<file path="src/rtl/inst_fetch_queue.sv">
// In-order fetch queue between the fetch alignment stage and decode.
// Buffers (pc, inst) pairs, stalls PC generation early, and empties on kill.
module inst_fetch_queue #(
    parameter int DEPTH  = 8,
    parameter int ADDR_W = 32,
    parameter int INST_W = 32,
    parameter int SKID   = 2
) (
    input  logic                       clk,
    input  logic                       rst,
    input  logic                       flush_i,
    input  logic                       branch_flag_i,
    input  logic [ADDR_W-1:0]          pc_i,
    input  logic                       pc_valid_i,
    input  logic [INST_W-1:0]          inst_i,
    input  logic                       id_ready_i,
    output logic                       id_valid_o,
    output logic [ADDR_W-1:0]          id_pc_o,
    output logic [INST_W-1:0]          id_inst_o,
    output logic                       stall_o,
    output logic [$clog2(DEPTH):0]     count_o,
    output logic                       overflow_o
);

    localparam int PW = $clog2(DEPTH);
    localparam int CW = PW + 1;

    logic [PW-1:0]     wr_q, wr_d;
    logic [PW-1:0]     rd_q, rd_d;
    logic [CW-1:0]     cnt_q, cnt_d;
    logic              ovf_q, ovf_d;

    logic [ADDR_W-1:0] pc_mem   [DEPTH];
    logic [INST_W-1:0] inst_mem [DEPTH];

    logic kill;
    logic pop;
    logic push_req;
    logic push;
    logic full;

    assign kill     = flush_i | branch_flag_i;
    assign full     = (cnt_q == CW'(DEPTH));
    assign pop      = id_valid_o & id_ready_i;
    assign push_req = pc_valid_i & ~kill;
    assign push     = push_req & (~full | pop);

    always_comb begin
        wr_d  = wr_q;
        rd_d  = rd_q;
        cnt_d = cnt_q;
        ovf_d = 1'b0;
        if (kill) begin
            wr_d  = '0;
            rd_d  = '0;
            cnt_d = '0;
        end else begin
            if (push) begin
                wr_d = wr_q + PW'(1);
            end
            if (pop) begin
                rd_d = rd_q + PW'(1);
            end
            unique case ({push, pop})
                2'b10:   cnt_d = cnt_q + CW'(1);
                2'b01:   cnt_d = cnt_q - CW'(1);
                default: cnt_d = cnt_q;
            endcase
            // A dropped push leaves the stored entries untouched.
            ovf_d = push_req & full & ~pop;
        end
    end

    always_ff @(posedge clk) begin
        if (rst) begin
            wr_q  <= '0;
            rd_q  <= '0;
            cnt_q <= '0;
            ovf_q <= 1'b0;
        end else begin
            wr_q  <= wr_d;
            rd_q  <= rd_d;
            cnt_q <= cnt_d;
            ovf_q <= ovf_d;
        end
    end

    always_ff @(posedge clk) begin
        if (push) begin
            pc_mem[wr_q]   <= pc_i;
            inst_mem[wr_q] <= inst_i;
        end
    end

    // Head data is masked when empty so reset and kill leave the outputs at zero.
    assign id_valid_o = (cnt_q != '0);
    assign id_pc_o    = id_valid_o ? pc_mem[rd_q] : '0;
    assign id_inst_o  = id_valid_o ? inst_mem[rd_q] : '0;
    assign stall_o    = (cnt_q >= CW'(DEPTH - SKID));
    assign count_o    = cnt_q;
    assign overflow_o = ovf_q;

endmodule
</file>
<file path="config.mk">
export PLATFORM = sky130hd
export DESIGN_NAME = inst_fetch_queue
export DESIGN_NICKNAME = d
export VERILOG_FILES = /design/src/rtl/inst_fetch_queue.sv
export SDC_FILE = /design/constraint.sdc
export NUM_CORES = 1
export LEC_CHECK = 0
export CAP_MARGIN = 20
export CORE_UTILIZATION = 58
export DETAILED_ROUTE_END_ITERATION = 16
export PLACE_DENSITY = 0.79
export SYNTH_ARGS = -nofsm -noshare
export SYNTH_HDL_FRONTEND = slang
export SYNTH_SLANG_ARGS = --single-unit
export TNS_END_PERCENT = 30
</file>
<file path="constraint.sdc">
create_clock -name clk -period 9.2 [get_ports clk]
set_input_delay 1.38 -clock clk [delete_from_list [all_inputs] [get_ports clk]]
set_output_delay 1.38 -clock clk [all_outputs]
set_load 0.02 [all_outputs]
</file>
## Yosys cells after proc, flatten, opt, wreduce, memory -nomap -nowiden

Memory sizes are Yosys's and may differ from the RTL's. A register that Yosys moved wholly into a read port is not among the register bits.
Index checks and enable logic that the tools add are counted.

- Muxes and demuxes: 9
- Eq/ne operators: 3
- $mul: 0
- Bitwise gates (word level): 10
- Shifts and indexed selects: 0
- $add $sub $neg: 4
- Div/mod/pow operators: 0
- Magnitude comparators: 1
- Reductions and logical operators: 3

Operators by type and width:

| cell | count |
|---|---|
| 32-bit 2-to-1 mux | 2 |
| 3-bit 2-to-1 mux | 4 |
| 4-bit one-hot mux with 2 select lines | 1 |
| 3-bit by 1-bit adder with 3-bit output, second input constant | 2 |
| 1-bit bitwise AND | 5 |
| 4-bit by 1-bit adder with 4-bit output, second input constant | 1 |
| 4-bit equality test, second input constant | 1 |
| 4-bit by 3-bit greater-or-equal comparator with 1-bit output, second input constant | 1 |
| 4-bit nonzero test | 1 |
| 4-bit by 1-bit subtractor with 4-bit output, second input constant | 1 |
| 1-bit NOT | 3 |
| 2-bit by 1-bit equality test with 1-bit output, second input constant | 1 |
| 2-bit equality test, second input constant | 1 |
| 1-bit 2-to-1 mux | 2 |
| 1-bit bitwise OR | 2 |
| 2-bit nonzero test | 1 |
| 2-bit OR reduction | 1 |

- Logic and storage cells: 36
- Latch bits: 0
- Memories kept: 2
- ROM bits: 0
- Register bits after elaboration: 11
- Input bits: 70
- Output and inout bits: 71
- RAM bits: 512

Memory list:

| name | depth | bits a word | read ports | clocked after memory_dff | wr ports | RTL line | source |
|---|---|---|---|---|---|---|---|
| inst_mem | 8 | 32 | 1 | 1 | 1 | 34 | `logic [INST_W-1:0] inst_mem [DEPTH];` |
| pc_mem | 8 | 32 | 1 | 1 | 1 | 33 | `logic [ADDR_W-1:0] pc_mem [DEPTH];` |

## Longest topological paths before layout

Gate-level depths: netlist of the first run.

- Depth in word-level cells: 6
- Depth in mapped cells: 9
- Depth with buffers taken out: 8

## Worst setup path before layout of the first run

No wires, ideal clock.

- Path kind: in2reg
- From: input port id_ready_i
- To: memory inst_mem[0][0] (enable)
- Setup time: 0.565 ns
- Data required time: 8.635 ns
- Path slack: 2.181 ns
- Data arrival time: 6.455 ns
- Buffers on the path: 1
- Cell stages on the path: 5
- Path through: clkbuf_1 > nand2b_1 > o21a_1 > nand2b_1 > nor3_1

- Word-level cells in the longest chain between the ends: 5

RTL lines:

| item | RTL line | source |
|---|---|---|
| start: declaration | 16 | `input logic id_ready_i,` |
| 1-bit bitwise AND | 44 | `assign pop = id_valid_o & id_ready_i;` |
| 1-bit bitwise OR | 46 | `assign push = push_req & (~full \| pop);` |
| 1-bit bitwise AND | 46 |  |
| 1-bit 2-to-1 mux | 89 | `if (push) begin` |
| 1-bit 2-to-1 mux (implied by the code) | 91 | `inst_mem[wr_q] <= inst_i;` |
| end: declaration | 34 |  |

No other way between the ends.

==> results of run 1 <==
==> cells in the final DEF (no fill, tap or decap), types with 2 or more instances in the layout <==
master and count:
sky130_fd_sc_hd__nand3_1 6, sky130_fd_sc_hd__nor3_1 5, sky130_fd_sc_hd__clkbuf_1 9, sky130_fd_sc_hd__bufinv_16 4, sky130_fd_sc_hd__mux2i_1 66, sky130_fd_sc_hd__nor3_2 2, sky130_fd_sc_hd__xor2_1 3, sky130_fd_sc_hd__a21oi_1 5
sky130_fd_sc_hd__mux4_2 128, sky130_fd_sc_hd__buf_4 14, sky130_fd_sc_hd__nor2_4 6, sky130_fd_sc_hd__clkinv_8 2, sky130_fd_sc_hd__clkinvlp_4 2, sky130_fd_sc_hd__ha_1 3, sky130_fd_sc_hd__nand2b_1 6, sky130_fd_sc_hd__clkbuf_16 51
sky130_fd_sc_hd__nor2_1 72, sky130_fd_sc_hd__edfxtp_1 512, sky130_fd_sc_hd__clkdlybuf4s50_1 140, sky130_fd_sc_hd__clkinv_1 11, sky130_fd_sc_hd__dfxtp_4 3, sky130_fd_sc_hd__clkinv_2 10, sky130_fd_sc_hd__nand2_1 5, sky130_fd_sc_hd__dfxtp_1 11
sky130_fd_sc_hd__inv_1 2
==> how the worst max path moves through the flow <==
stage	start	end	cells past startpoint	slack, ns
floorplan	id_ready_i	inst_mem[0][0]	5	2.18
global placement	flop	id_inst_o[31]	5	4.53
detailed placement	branch_flag_i	pc_mem[6][26]	6	4.47
CTS	flop	id_inst_o[31]	5	3.93
global route	flop	id_inst_o[31]	5	3.79
finish	flop	id_inst_o[31]	5	4.00
==> sequential cells by signal, indices dropped and copies added (netlist names), named ones only <==
signal,flops
count_o,4
inst_mem,256
overflow_o,1
rd_q,3
wr_q,3
pc_mem,256
==> through the flow <==
step / hold WS, ns / utilization, % / setup WS [ns]
after global placement: 0.470 / 65.0 / 4.53
after global routing: 0.516 / 69.7 / 3.79
after CTS: 0.497 / 69.7 / 3.93
final: 0.488 / 69.7 / 4.00
after floorplan: 0.454 / - / 2.18
after detailed placement: 0.488 / 65.0 / 4.47
==> metal layers <==
| layer | vias to the layer above | GRT usage (%) |
|---|---|---|
| met1 | 4843 | 30.2 |
| met3 | 67 | 3.30 |
| met5 | - | 0 |
| met4 | 0 | 6.20 |
| li1 | 4038 | - |
| met2 | 294 | 38.4 |
==> power breakdown <==
part / switching, µW / internal (µW) / leakage [µW]
registers: 2.47 / 2640 / 0.00473
logic: 52.5 / 43.4 / 0.00159
clock network: 839 / 1130 / 0.000771
==> cell type report <==
type,instances,share of cell area (%)
Multi-Input combinational cell,324,18.1
Sequential cell,526,66.4
Clock inverter,30,1.13
Clock buffer,60,5.55
Timing Repair Buffer,155,6.47
Tap cell,448,2.37
Inverter,2,0.0318
==> kinds of logic after synthesis <==
kind of cell | share of synthesized area (%)
multiplexers | 17.6
adder cells (fa/ha/maj) | 0.186
flip-flops | 77.8
AO/OA/AOI/OAI | 0.534
XOR/XNOR | 0.174
buffers and inverters | 1.32
AND/OR/NAND/NOR | 2.43
==> worst max-delay path, delay by kind of cell, from the launching register on <==
| kind | cells | cell delay, ns |
|---|---|---|
| mux | 2 | 0.43 |
| buf+inv | 2 | 1.49 |
| flops | 1 | 0.96 |
| simple gates | 1 | 0.25 |
==> results.rst, run 1 <==
.. list-table::
   :header-rows: 1

   * - Metric
     - Value
   * - Met3 wire len
     - slightly above 2000 µm
   * - Critical R2R Capture
     - inst_mem[6][7]
   * - Cell total after placement
     - 1,455
   * - Top routing layer in use
     - met4
   * - Run status
     - finished, final reports clean
   * - Worst-path fanout max
     - 65
   * - Portion of the post-synthesis area used by sequential elements
     - 77.8%
   * - Finish-stage setup viols
     - 0
   * - Dominant cell type by area after synthesis
     - sky130_fd_sc_hd__edfxtp_1
   * - Vias in the first global route
     - 9,914
   * - Final critical delay including setup and external delays
     - 5.20 ns
   * - Clock tree from TritonCTS
     - built
   * - Net total in the final layout
     - about 1.1k
   * - Avg WL per Cell
     - 24.9 µm
   * - Final RePlAce weighted congestion
     - 0.736
   * - Overflow left after global routing
     - 0
   * - Area of combinational cells with multiple inputs
     - 0.00427 mm²
   * - Required arrival time at the worst endpoint
     - 7.82 ns
   * - Standard-cell rows
     - 67
   * - Synth warnings
     - 0
   * - Wire length on met2
     - 20,100 µm
   * - Number of search-and-repair iterations in the first detailed-routing pass
     - 5
   * - Peak supply drop
     - 0.000134 V
   * - Most common library cells after synthesis
     - sky130_fd_sc_hd__edfxtp_1, sky130_fd_sc_hd__mux4_2, sky130_fd_sc_hd__nor2_1
   * - Pin count of the biggest net entering global routing
     - 96
   * - Number of vias per cell
     - 5.98
   * - Number of buffers inserted by port buffering
     - 140
   * - Total number of clock tree sinks
     - 526
   * - Post-CTS Setup Inserts
     - 0
   * - Hold path startpoint
     - rd_q[1]
   * - Worst reg2reg path depth
     - 5
   * - RSZ-0062 raised after global routing
     - no
   * - Top-count cell post-synth
     - sky130_fd_sc_hd__edfxtp_1
   * - Filler-free cell count of the finished design
     - 1,545
   * - Slowest cell delay on critical path
     - between 0.9 and 1 ns
   * - Hold_buf cts
     - 0
   * - Starting Density
     - 59.5%
   * - Number of flip-flops and latches in the synthesized netlist
     - around 530
   * - Slowest cell on crit path
     - sky130_fd_sc_hd__dfxtp_4
   * - Power per cell area
     - around 200 mW/mm²
   * - DRC viols
     - 0
   * - Hold violation count in the final report
     - 0
   * - Filler instances
     - between 2k and 2.5k
   * - Crit path launch type
     - flop
   * - Library cells used by synthesis
     - 35
   * - Pins Over Slew Limit
     - 0
   * - Post-synth top flop
     - sky130_fd_sc_hd__edfxtp_1
   * - Yosys top cell area share
     - approximately 76%
   * - Clock buffer count from CTS
     - 50
   * - Reported leakage power
     - around 0.0071 µW
   * - Critical path cell sequence
     - buf_4, mux4_2, mux2i_1, nor2_1, clkdlybuf4s50_1
   * - Number of enable flip-flop cells after synthesis
     - between 500 and 600
   * - Antenna violations before repair
     - 0
   * - Clock Path Buffers
     - 3
   * - Initial DRC Count
     - 695
   * - GR Util All Layers
     - 22.3%
   * - Later-pin clock latency in the skew report
     - 0.56 ns
   * - Number of vias after detailed routing
     - 9,242
   * - Number of primary I/O pins
     - 141
   * - Number of cells on the worst hold path
     - 2
   * - Core outline area
     - 0.0339 mm²
   * - Antenna diode count
     - 0
   * - H-tree levels
     - 2
   * - CP Capture Type
     - output port
   * - Post-route clock skew
     - 0.0146 ns
   * - RR Startpoint
     - count_o[1]
   * - First-pass GRT wire length
     - 58,500 µm
   * - Max-capacitance violation count
     - 0
   * - Post-cts repair resize count
     - 0
   * - Area of the die
     - 0.0355 mm²
   * - Arrival time worst endpoint
     - ~3.8 ns
   * - Post-place instance area
     - about 0.022 mm²
   * - Worst hold path type
     - flop to flop
   * - Final design area excluding fillers
     - roughly 0.024 mm²
   * - Area taken by flip-flops and latches
     - 0.0157 mm²
   * - Net Count, Synth
     - 970
   * - Ranking of synthesized cells by area
     - sky130_fd_sc_hd__edfxtp_1, sky130_fd_sc_hd__mux4_2, sky130_fd_sc_hd__mux2i_1, sky130_fd_sc_hd__nor2_1, sky130_fd_sc_hd__dfxtp_1
   * - Transition time at the pin with the least slew margin
     - between 0.9 and 1 ns
   * - Area overhead of the layout relative to synthesis
     - 17.2%
   * - HPWL after detailed placement
     - 20,000 µm
   * - Die extent in y
     - roughly 190 µm
   * - Synth async-reset ratio
     - 0%
   * - Synthesized area
     - 0.0201 mm²
   * - Total length of routed wires
     - 38,500 µm
   * - Total power
     - 4700 µW
   * - Type of the setup path with the least slack
     - flop to output port
   * - Post-route ant nets
     - 0
   * - Layout cell share with drive strength beyond 1
     - 21.1%
   * - Sum of negative setup slack
     - 0 ns
   * - CTS Root Cell
     - sky130_fd_sc_hd__clkbuf_16
   * - Overall die width
     - about 190 µm
   * - Average footprint of a synthesized cell
     - 22.4 µm²
   * - Number of instances in the synthesized netlist
     - around 900
   * - Crit share post-route
     - 56.6%
   * - Worst-path clk slew
     - 0.06 ns
   * - Sum of routed wire segments on met1
     - 15,500 µm
   * - Worst slew slack as a fraction of its limit
     - about a third
   * - Reg2reg setup slack
     - 5.99 ns
   * - Highest attainable clock frequency
     - roughly 0.19 GHz
Power figures use the tool's default switching activity.
==> run 2, diff against run 1 <==
==> constraint.sdc (replaced) <==
create_clock -name clk -period 5.4 [get_ports clk]
set_input_delay 0.81 -clock clk [delete_from_list [all_inputs] [get_ports clk]]
set_output_delay 0.81 -clock clk [all_outputs]
set_load 0.02 [all_outputs]
==> run 2 against run 1 <==
Largest power group unchanged. Clock skew grew 0.0024 ns. First-iteration DRC count increased by 12%. Highest routed layer unchanged. Count of clock-buffer cells in the layout is 1 lower. Register-to-register slack lost 3.5 ns. Utilization up 0.38 points. Critical endpoint is now id_pc_o[10]. Hold slack better by 0.0033 ns. Flip-flop and latch count unchanged. Non-clock buffer count rose by 1.
==> results.rst, run 2 (synthesis results as in run 1) <==
.. list-table::
   :header-rows: 1

   * - Metric
     - Value
   * - Worst slew slack as a fraction of its limit
     - 31.8% (-2.5 points)
   * - Leading cell type in the layout, fill and taps excluded
     - sky130_fd_sc_hd__edfxtp_1
   * - Later-pin clock latency in the skew report
     - 0.56 ns (about the same)
   * - Clock tree from TritonCTS
     - built
   * - Worst-path clk slew
     - 0.06 ns (about the same)
   * - HPWL after detailed placement
     - 20,000 µm (about the same)
   * - CTS Root Cell
     - sky130_fd_sc_hd__clkbuf_16
   * - Post-cts repair resize count
     - 0 (unchanged)
   * - First-pass GRT wire length
     - 58,200 µm (-0.47%)
   * - Max-capacitance violation count
     - 0 (unchanged)
   * - Pin count of the biggest net entering global routing
     - 65 (-32%)
   * - Power per cell area
     - 340 mW/mm² (+71%)
   * - Post-route ant nets
     - 0 (unchanged)
   * - Highest attainable clock frequency
     - 0.238 GHz
   * - Routing layer with the top usage in global route
     - met2
   * - Finish-stage setup viols
     - 0 (unchanged)
   * - Net total in the final layout
     - 1,133 (+0.088%)
   * - Number of vias after detailed routing
     - 9,236 (-0.065%)
   * - CP Capture Type
     - output port
   * - Overflow left after global routing
     - 0 (unchanged)
   * - Post-CTS Setup Inserts
     - 0 (unchanged)
   * - RR Startpoint
     - count_o[1]
   * - Total power
     - 8060 µW (+72%)
   * - Type of the setup path with the least slack
     - flop to output port
   * - GRT met1 Usage
     - 30.3% (+0.085 points)
   * - Avg WL per Cell
     - 24.6 µm (-1.3%)
   * - Final critical delay including setup and external delays
     - ~4.2 ns
   * - Area overhead of the layout relative to synthesis
     - 17.9%
   * - Commonest non-fill, non-tap cells in the layout
     - sky130_fd_sc_hd__edfxtp_1, sky130_fd_sc_hd__clkdlybuf4s50_1, sky130_fd_sc_hd__mux4_2, sky130_fd_sc_hd__nor2_1, sky130_fd_sc_hd__mux2i_1
   * - Number of buffers inserted by port buffering
     - 140 (unchanged)
   * - Number of search-and-repair iterations in the first detailed-routing pass
     - 4 (-1)
   * - Required arrival time at the worst endpoint
     - 4.59 ns (-3.23 ns)
   * - Transition time at the pin with the least slew margin
     - 1.02 ns (+0.0405 ns)
   * - Peak supply drop
     - 0.000291 V (+120%)
   * - Overall die width
     - 188 µm (unchanged)
   * - Number of vias per cell
     - 5.97 (-0.19%)
   * - Final RePlAce weighted congestion
     - 0.719 (-2.3%)
   * - Hold violation count in the final report
     - 0 (unchanged)
   * - Total number of clock tree sinks
     - 526 (unchanged)
   * - Initial DRC Count
     - 777 (+12%)
   * - H-tree levels
     - 2 (unchanged)
   * - Number of primary I/O pins
     - 141 (unchanged)
   * - Starting Density
     - 59.5% (unchanged)
   * - Clock buffer count from CTS
     - 50 (unchanged)
   * - Total length of routed wires
     - 38,100 µm (-1.1%)
   * - Clock Path Buffers
     - 3 (unchanged)
   * - Global-route track usage on met3
     - 3.58% (+0.28 points)
   * - Crit path launch type
     - flop
   * - Reported leakage power
     - 0.00712 µW (+0.42%)
   * - Met2 Use GR
     - 37.7% (-0.74 points)
   * - RSZ-0062 raised after global routing
     - no
   * - Area of the die
     - 0.0355 mm² (unchanged)
   * - Run status
     - finished, final reports clean
   * - Vias in the first global route
     - 9,657 (-2.6%)
   * - Antenna violations before repair
     - 1 (+1)
   * - Hold path startpoint
     - rd_q[1]
   * - GR Util All Layers
     - 22.2% (-0.14 points)
   * - Layout cell share with drive strength beyond 1
     - 20.9% (-0.18 points)
   * - Worst hold path type
     - flop to flop
   * - Crit share post-route
     - between 70 and 80%
   * - Standard-cell rows
     - 67 (unchanged)
   * - Hold_buf cts
     - 0 (unchanged)
   * - Worst-path fanout max
     - 61 (-6.2%)
   * - Layout Utilization
     - 70.1% (+0.38 points)
   * - Arrival time worst endpoint
     - 3.39 ns (-0.43 ns)
   * - Pins Over Slew Limit
     - 0 (unchanged)
   * - DRC viols
     - 0 (unchanged)
   * - Core outline area
     - 0.0339 mm² (unchanged)
   * - Post-route clock skew
     - 0.0170 ns (+0.00241 ns)
   * - Die extent in y
     - 188 µm (unchanged)
-- run 2: cell types whose count changed in the layout (fill, tap and decap cells not counted), moves of 2 or more --
cell,previous run,this run
sky130_fd_sc_hd__diode_2,0,2
sky130_fd_sc_hd__clkinv_2,10,6
sky130_fd_sc_hd__clkbuf_16,51,53
sky130_fd_sc_hd__clkbuf_1,9,6
sky130_fd_sc_hd__clkinv_1,11,16
sky130_fd_sc_hd__buf_12,1,7
sky130_fd_sc_hd__buf_4,14,9
sky130_fd_sc_hd__clkinv_8,2,0
-- run 2: where the power goes --
group | internal, µW | switching [µW]
clock | 2010 | 1390
combinational | 73.9 | 91.2
sequential | 4490 | 5.11
-- run 2: area by class of cell --
| class | instances | area [µm²] |
|---|---|---|
| multi-input combinational | 324 | 4270 |
| sequential | 526 | 15700 |
| tap | 448 | 561 |
| clock inverter | 30 | 264 |
| clock buffer | 59 | 1350 |
| timing repair buffer | 156 | 1610 |
| antenna | 2 | 5.00 |
| fill | 2027 | 10100 |
| inverter | 2 | 7.51 |
-- run 2: worst paths after layout --
check / end / slack [ns] / cells past startpoint
hold / removal: flop / 0.49 / 2
setup reg to reg: inst_mem[4][16] / 2.53 / 5
setup / recovery: id_pc_o[10] / 1.20 / 5
hold reg to reg: flop / 0.49 / 2
-- run 2: worst max-delay path, stage by stage, from the launching register on --
cell	delay [ns]
sky130_fd_sc_hd__dfxtp_4	0.74
sky130_fd_sc_hd__buf_12	0.44
sky130_fd_sc_hd__mux4_2	0.58
sky130_fd_sc_hd__mux2i_1	0.32
sky130_fd_sc_hd__nor2_1	0.08
sky130_fd_sc_hd__clkdlybuf4s50_1	0.54
-- run 2: routing by layer --
layer	wire length, µm	up-vias
met5	0	-
met4	760	0
met3	2160	52
met2	19700	315
met1	15500	4816
li1	-	4053
-- run 2: through the flow --
stage          setup slack, ns  hold slack [ns]  TNS (ns)  area [µm²]  cells
6_report                  1.20            0.491         0       23700   1547
5_1_grt                  0.952            0.531         0       23700   1547
4_1_cts                   1.11            0.485         0       23700   1545
3_5_place_dp              1.65            0.476         0       22100   1456
3_3_place_gp              1.74            0.468         0       22100   1456
2_1_floorplan            -1.03            0.454    -65.77       20100    897
==> run 3, diff against run 2 <==
--- a/config.mk
+++ b/config.mk
@@ -6,9 +6,9 @@
 export NUM_CORES = 1
 export LEC_CHECK = 0
 export CAP_MARGIN = 20
-export CORE_UTILIZATION = 58
+export CORE_UTILIZATION = 53
 export DETAILED_ROUTE_END_ITERATION = 16
-export PLACE_DENSITY = 0.79
+export PLACE_DENSITY = 0.76
 export SYNTH_ARGS = -nofsm -noshare
 export SYNTH_HDL_FRONTEND = slang
 export SYNTH_SLANG_ARGS = --single-unit
==> constraint.sdc (replaced) <==
create_clock -name clk -period 3.4 [get_ports clk]
set_input_delay 0.51 -clock clk [delete_from_list [all_inputs] [get_ports clk]]
set_output_delay 0.51 -clock clk [all_outputs]
set_load 0.02 [all_outputs]
==> run 3 against run 2 <==
Global-route usage is 1.8 points lower. Clock power increased by 54%. Design area up 1.6%. Utilization is 5.8 points lower. Sequential share of layout area is 1.0 points lower. Setup slack got worse by 1.1 ns.
==> results.rst, run 3 (synthesis results as in run 1) <==
.. list-table::
   :header-rows: 1

   * - Metric
     - Value
   * - CP Capture Type
     - output port
   * - Worst reg2reg path depth
     - 9 (+4)
   * - Final design area excluding fillers
     - 0.0241 mm² (+1.6%)
   * - Worst hold path type
     - flop to flop
   * - Starting Density
     - 53.7% (-5.7 points)
   * - H-tree levels
     - 2 (unchanged)
   * - Highest attainable clock frequency
     - slightly above 0.3 GHz
   * - Area taken by flip-flops and latches
     - 0.0157 mm² (unchanged)
   * - Final worst setup slack
     - 0.103 ns (-1.10 ns)
   * - Critical R2R Capture
     - count_o[2]
   * - Filler instances
     - 2,497 (+23%)
   * - Final RePlAce weighted congestion
     - 0.724 (+0.70%)
   * - Slowest cell on crit path
     - sky130_fd_sc_hd__mux4_2
   * - CTS Root Cell
     - sky130_fd_sc_hd__clkbuf_16
   * - Total length of routed wires
     - 38,300 µm (+0.53%)
   * - Commonest non-fill, non-tap cells in the layout
     - sky130_fd_sc_hd__edfxtp_1, sky130_fd_sc_hd__clkdlybuf4s50_1, sky130_fd_sc_hd__mux4_2, sky130_fd_sc_hd__nor2_1, sky130_fd_sc_hd__mux2i_1
   * - Hold violation count in the final report
     - 0 (unchanged)
   * - Clock buffer count from CTS
     - 51 (+2.0%)
   * - Worst-path clk slew
     - 0.06 ns (about the same)
   * - Pin count of the biggest net entering global routing
     - 68 (+4.6%)
   * - Number of cells on the worst hold path
     - 2 (unchanged)
   * - Post-route ant nets
     - 0 (unchanged)
   * - Power per cell area
     - 524 mW/mm² (+54%)
   * - Type of the setup path with the least slack
     - flop to output port
   * - Net total in the final layout
     - 1,150 (+1.5%)
   * - Filler-free cell count of the finished design
     - 1,623 (+4.9%)
   * - Layout Utilization
     - 64.3% (-5.8 points)
   * - Number of search-and-repair iterations in the first detailed-routing pass
     - 4 (unchanged)
   * - Peak supply drop
     - 0.000328 V (+13%)
   * - Pins Over Slew Limit
     - 0 (unchanged)
   * - Area overhead of the layout relative to synthesis
     - 19.7%
   * - Crit share post-route
     - between 90% and 100%
   * - Avg WL per Cell
     - 23.6 µm (-4.2%)
   * - Total number of clock tree sinks
     - 526 (unchanged)
   * - Final critical delay including setup and external delays
     - about 3.3 ns
   * - Total power
     - 12,600 µW (+57%)
   * - Arrival time worst endpoint
     - 2.79 ns (-0.60 ns)
   * - First-pass GRT wire length
     - 58,400 µm (+0.30%)
   * - Area of combinational cells with multiple inputs
     - 0.00430 mm² (+0.50%)
   * - Critical path cell sequence
     - buf_16, mux4_2, mux2i_2, nor2_1, clkdlybuf4s50_1
   * - Reported leakage power
     - 0.00733 µW (+3.0%)
   * - Later-pin clock latency in the skew report
     - 0.56 ns (about the same)
   * - CP delay by family, top
     - multiplexers
   * - Number of vias per cell
     - 5.69 (-4.6%)
   * - Number of primary I/O pins
     - 141 (unchanged)
   * - Slowest cell delay on critical path
     - 0.56 ns (-0.18 ns)
   * - RSZ-0062 raised after global routing
     - no
   * - Reg2reg setup slack
     - 0.98 ns (-1.55 ns)
   * - Top routing layer in use
     - met5
   * - DRC viols
     - 0 (unchanged)
   * - Worst slew slack as a fraction of its limit
     - 69.4% (+38 points)
   * - Run status
     - finished, final reports clean
   * - Clock tree from TritonCTS
     - built
   * - Crit path launch type
     - flop
   * - Worst-path fanout max
     - 50 (-18%)
   * - Area of the die
     - 0.0388 mm² (+9.3%)
   * - RR Startpoint
     - count_o[1]
   * - Hold path startpoint
     - rd_q[1]
   * - Required arrival time at the worst endpoint
     - 2.89 ns (-1.70 ns)
   * - Number of buffers inserted by port buffering
     - 140 (unchanged)
   * - Leading cell type in the layout, fill and taps excluded
     - sky130_fd_sc_hd__edfxtp_1
   * - Sum of buffers and inverters on the critical path
     - 2 (unchanged)
   * - Sum of routed wire segments on met1
     - 16,300 µm (+5.4%)
   * - GR Util All Layers
     - 20.4% (-1.8 points)
   * - Transition time at the pin with the least slew margin
     - 0.453 ns (-0.570 ns)
   * - Overall die width
     - 197 µm (+4.6%)
   * - Overflow left after global routing
     - 0 (unchanged)
   * - Number of vias after detailed routing
     - 9,242 (+0.065%)
   * - Post-place instance area
     - 0.0225 mm² (+1.8%)
   * - Cell total after placement
     - 1,535 (+5.4%)
   * - Standard-cell rows
     - 71 (+6.0%)
   * - Core outline area
     - 0.0375 mm² (+11%)
   * - Post-Place Worst Slack
     - 0.482 ns (-1.17 ns)
   * - Wire length on met2
     - 19,500 µm (-1.0%)
   * - Antenna violations before repair
     - 4 (+3)
   * - Initial DRC Count
     - 690 (-11%)
   * - Vias in the first global route
     - 9,899 (+2.5%)
   * - Max-capacitance violation count
     - 0 (unchanged)
   * - Clock Path Buffers
     - 3 (unchanged)
   * - HPWL after detailed placement
     - 21,200 µm (+5.6%)
   * - Met3 wire len
     - 1800 µm (-17%)
   * - Post-route clock skew
     - 0.0102 ns (-0.00679 ns)
   * - Finish-stage setup viols
     - 0 (unchanged)
   * - Layout cell share with drive strength beyond 1
     - 22.1% (+1.3 points)
   * - Die extent in y
     - 197 µm (+4.6%)
-- run 3: changes by cell type in the layout (fill, tap and decap cells not counted), moves of 2 or more --
cell	change
sky130_fd_sc_hd__clkinv_1	-7
sky130_fd_sc_hd__dlymetal6s2s_1	+5
sky130_fd_sc_hd__bufinv_16	-2
sky130_fd_sc_hd__clkbuf_1	+8
sky130_fd_sc_hd__buf_16	+2
sky130_fd_sc_hd__mux2i_2	+4
sky130_fd_sc_hd__mux2i_1	-4
sky130_fd_sc_hd__buf_12	+13
sky130_fd_sc_hd__clkdlybuf4s50_1	-6
-- run 3: final cells by class --
type	count	area share, %
well taps	511	2.65
clock inverters	20	0.706
inverters	2	0.0311
flip-flops and latches	526	65.0
clock buffers	67	5.72
multi-input cells	324	17.8
diodes	1	0.0104
repair buffers	172	8.09
-- run 3: worst register-to-register path: stages (launching register included) --
cell                      delay [ns]
sky130_fd_sc_hd__dfxtp_1        0.45
sky130_fd_sc_hd__nor4_4         0.36
sky130_fd_sc_hd__buf_12         0.37
sky130_fd_sc_hd__inv_1          0.17
sky130_fd_sc_hd__nand3_1        0.19
sky130_fd_sc_hd__xnor2_1        0.14
sky130_fd_sc_hd__ha_1           0.21
sky130_fd_sc_hd__nor2_1         0.06
sky130_fd_sc_hd__a22oi_2        0.23
sky130_fd_sc_hd__mux2i_1        0.19
-- run 3: how the worst max path moves through the flow --
stage	to	slack (ns)	depth (start not counted)	start
5_1_grt	id_pc_o[1]	0.0008	5	flop
3_5_place_dp	inst_mem[4][17]	0.48	6	branch_flag_i
3_3_place_gp	inst_mem[4][17]	0.52	6	branch_flag_i
6_report	id_pc_o[1]	0.10	5	flop
2_1_floorplan	inst_mem[2][0]	-1.03	5	id_ready_i
4_1_cts	id_pc_o[4]	0.008	6	flop
-- run 3: power by group --
group          switching, µW  internal [µW]  total, µW
combinational            140            122        262
sequential              6.36           7130       7140
clock                   2190           3060       5240
-- run 3: stage by stage --
step                      setup TNS, ns  hold WS [ns]
after floorplan                 -490.63         0.454
after global placement                0         0.466
after detailed placement              0         0.477
after CTS                             0         0.482
after global routing                  0         0.505
final                                 0         0.479
-- run 3: per-layer routing --
metal,vias up,GRT usage (%)
met5,-,0
met4,6,5.28
met3,52,3.52
met2,236,33.8
met1,4865,28.6
li1,4083,-
-- run 3: timing repair --
action,in CTS,in global routing
buffers inserted,0,0
endpoints found under the hold margin,0,0
resized for setup,6,8
cloned,0,0
hold buffers,0,0
setup endpoints to repair,4,14
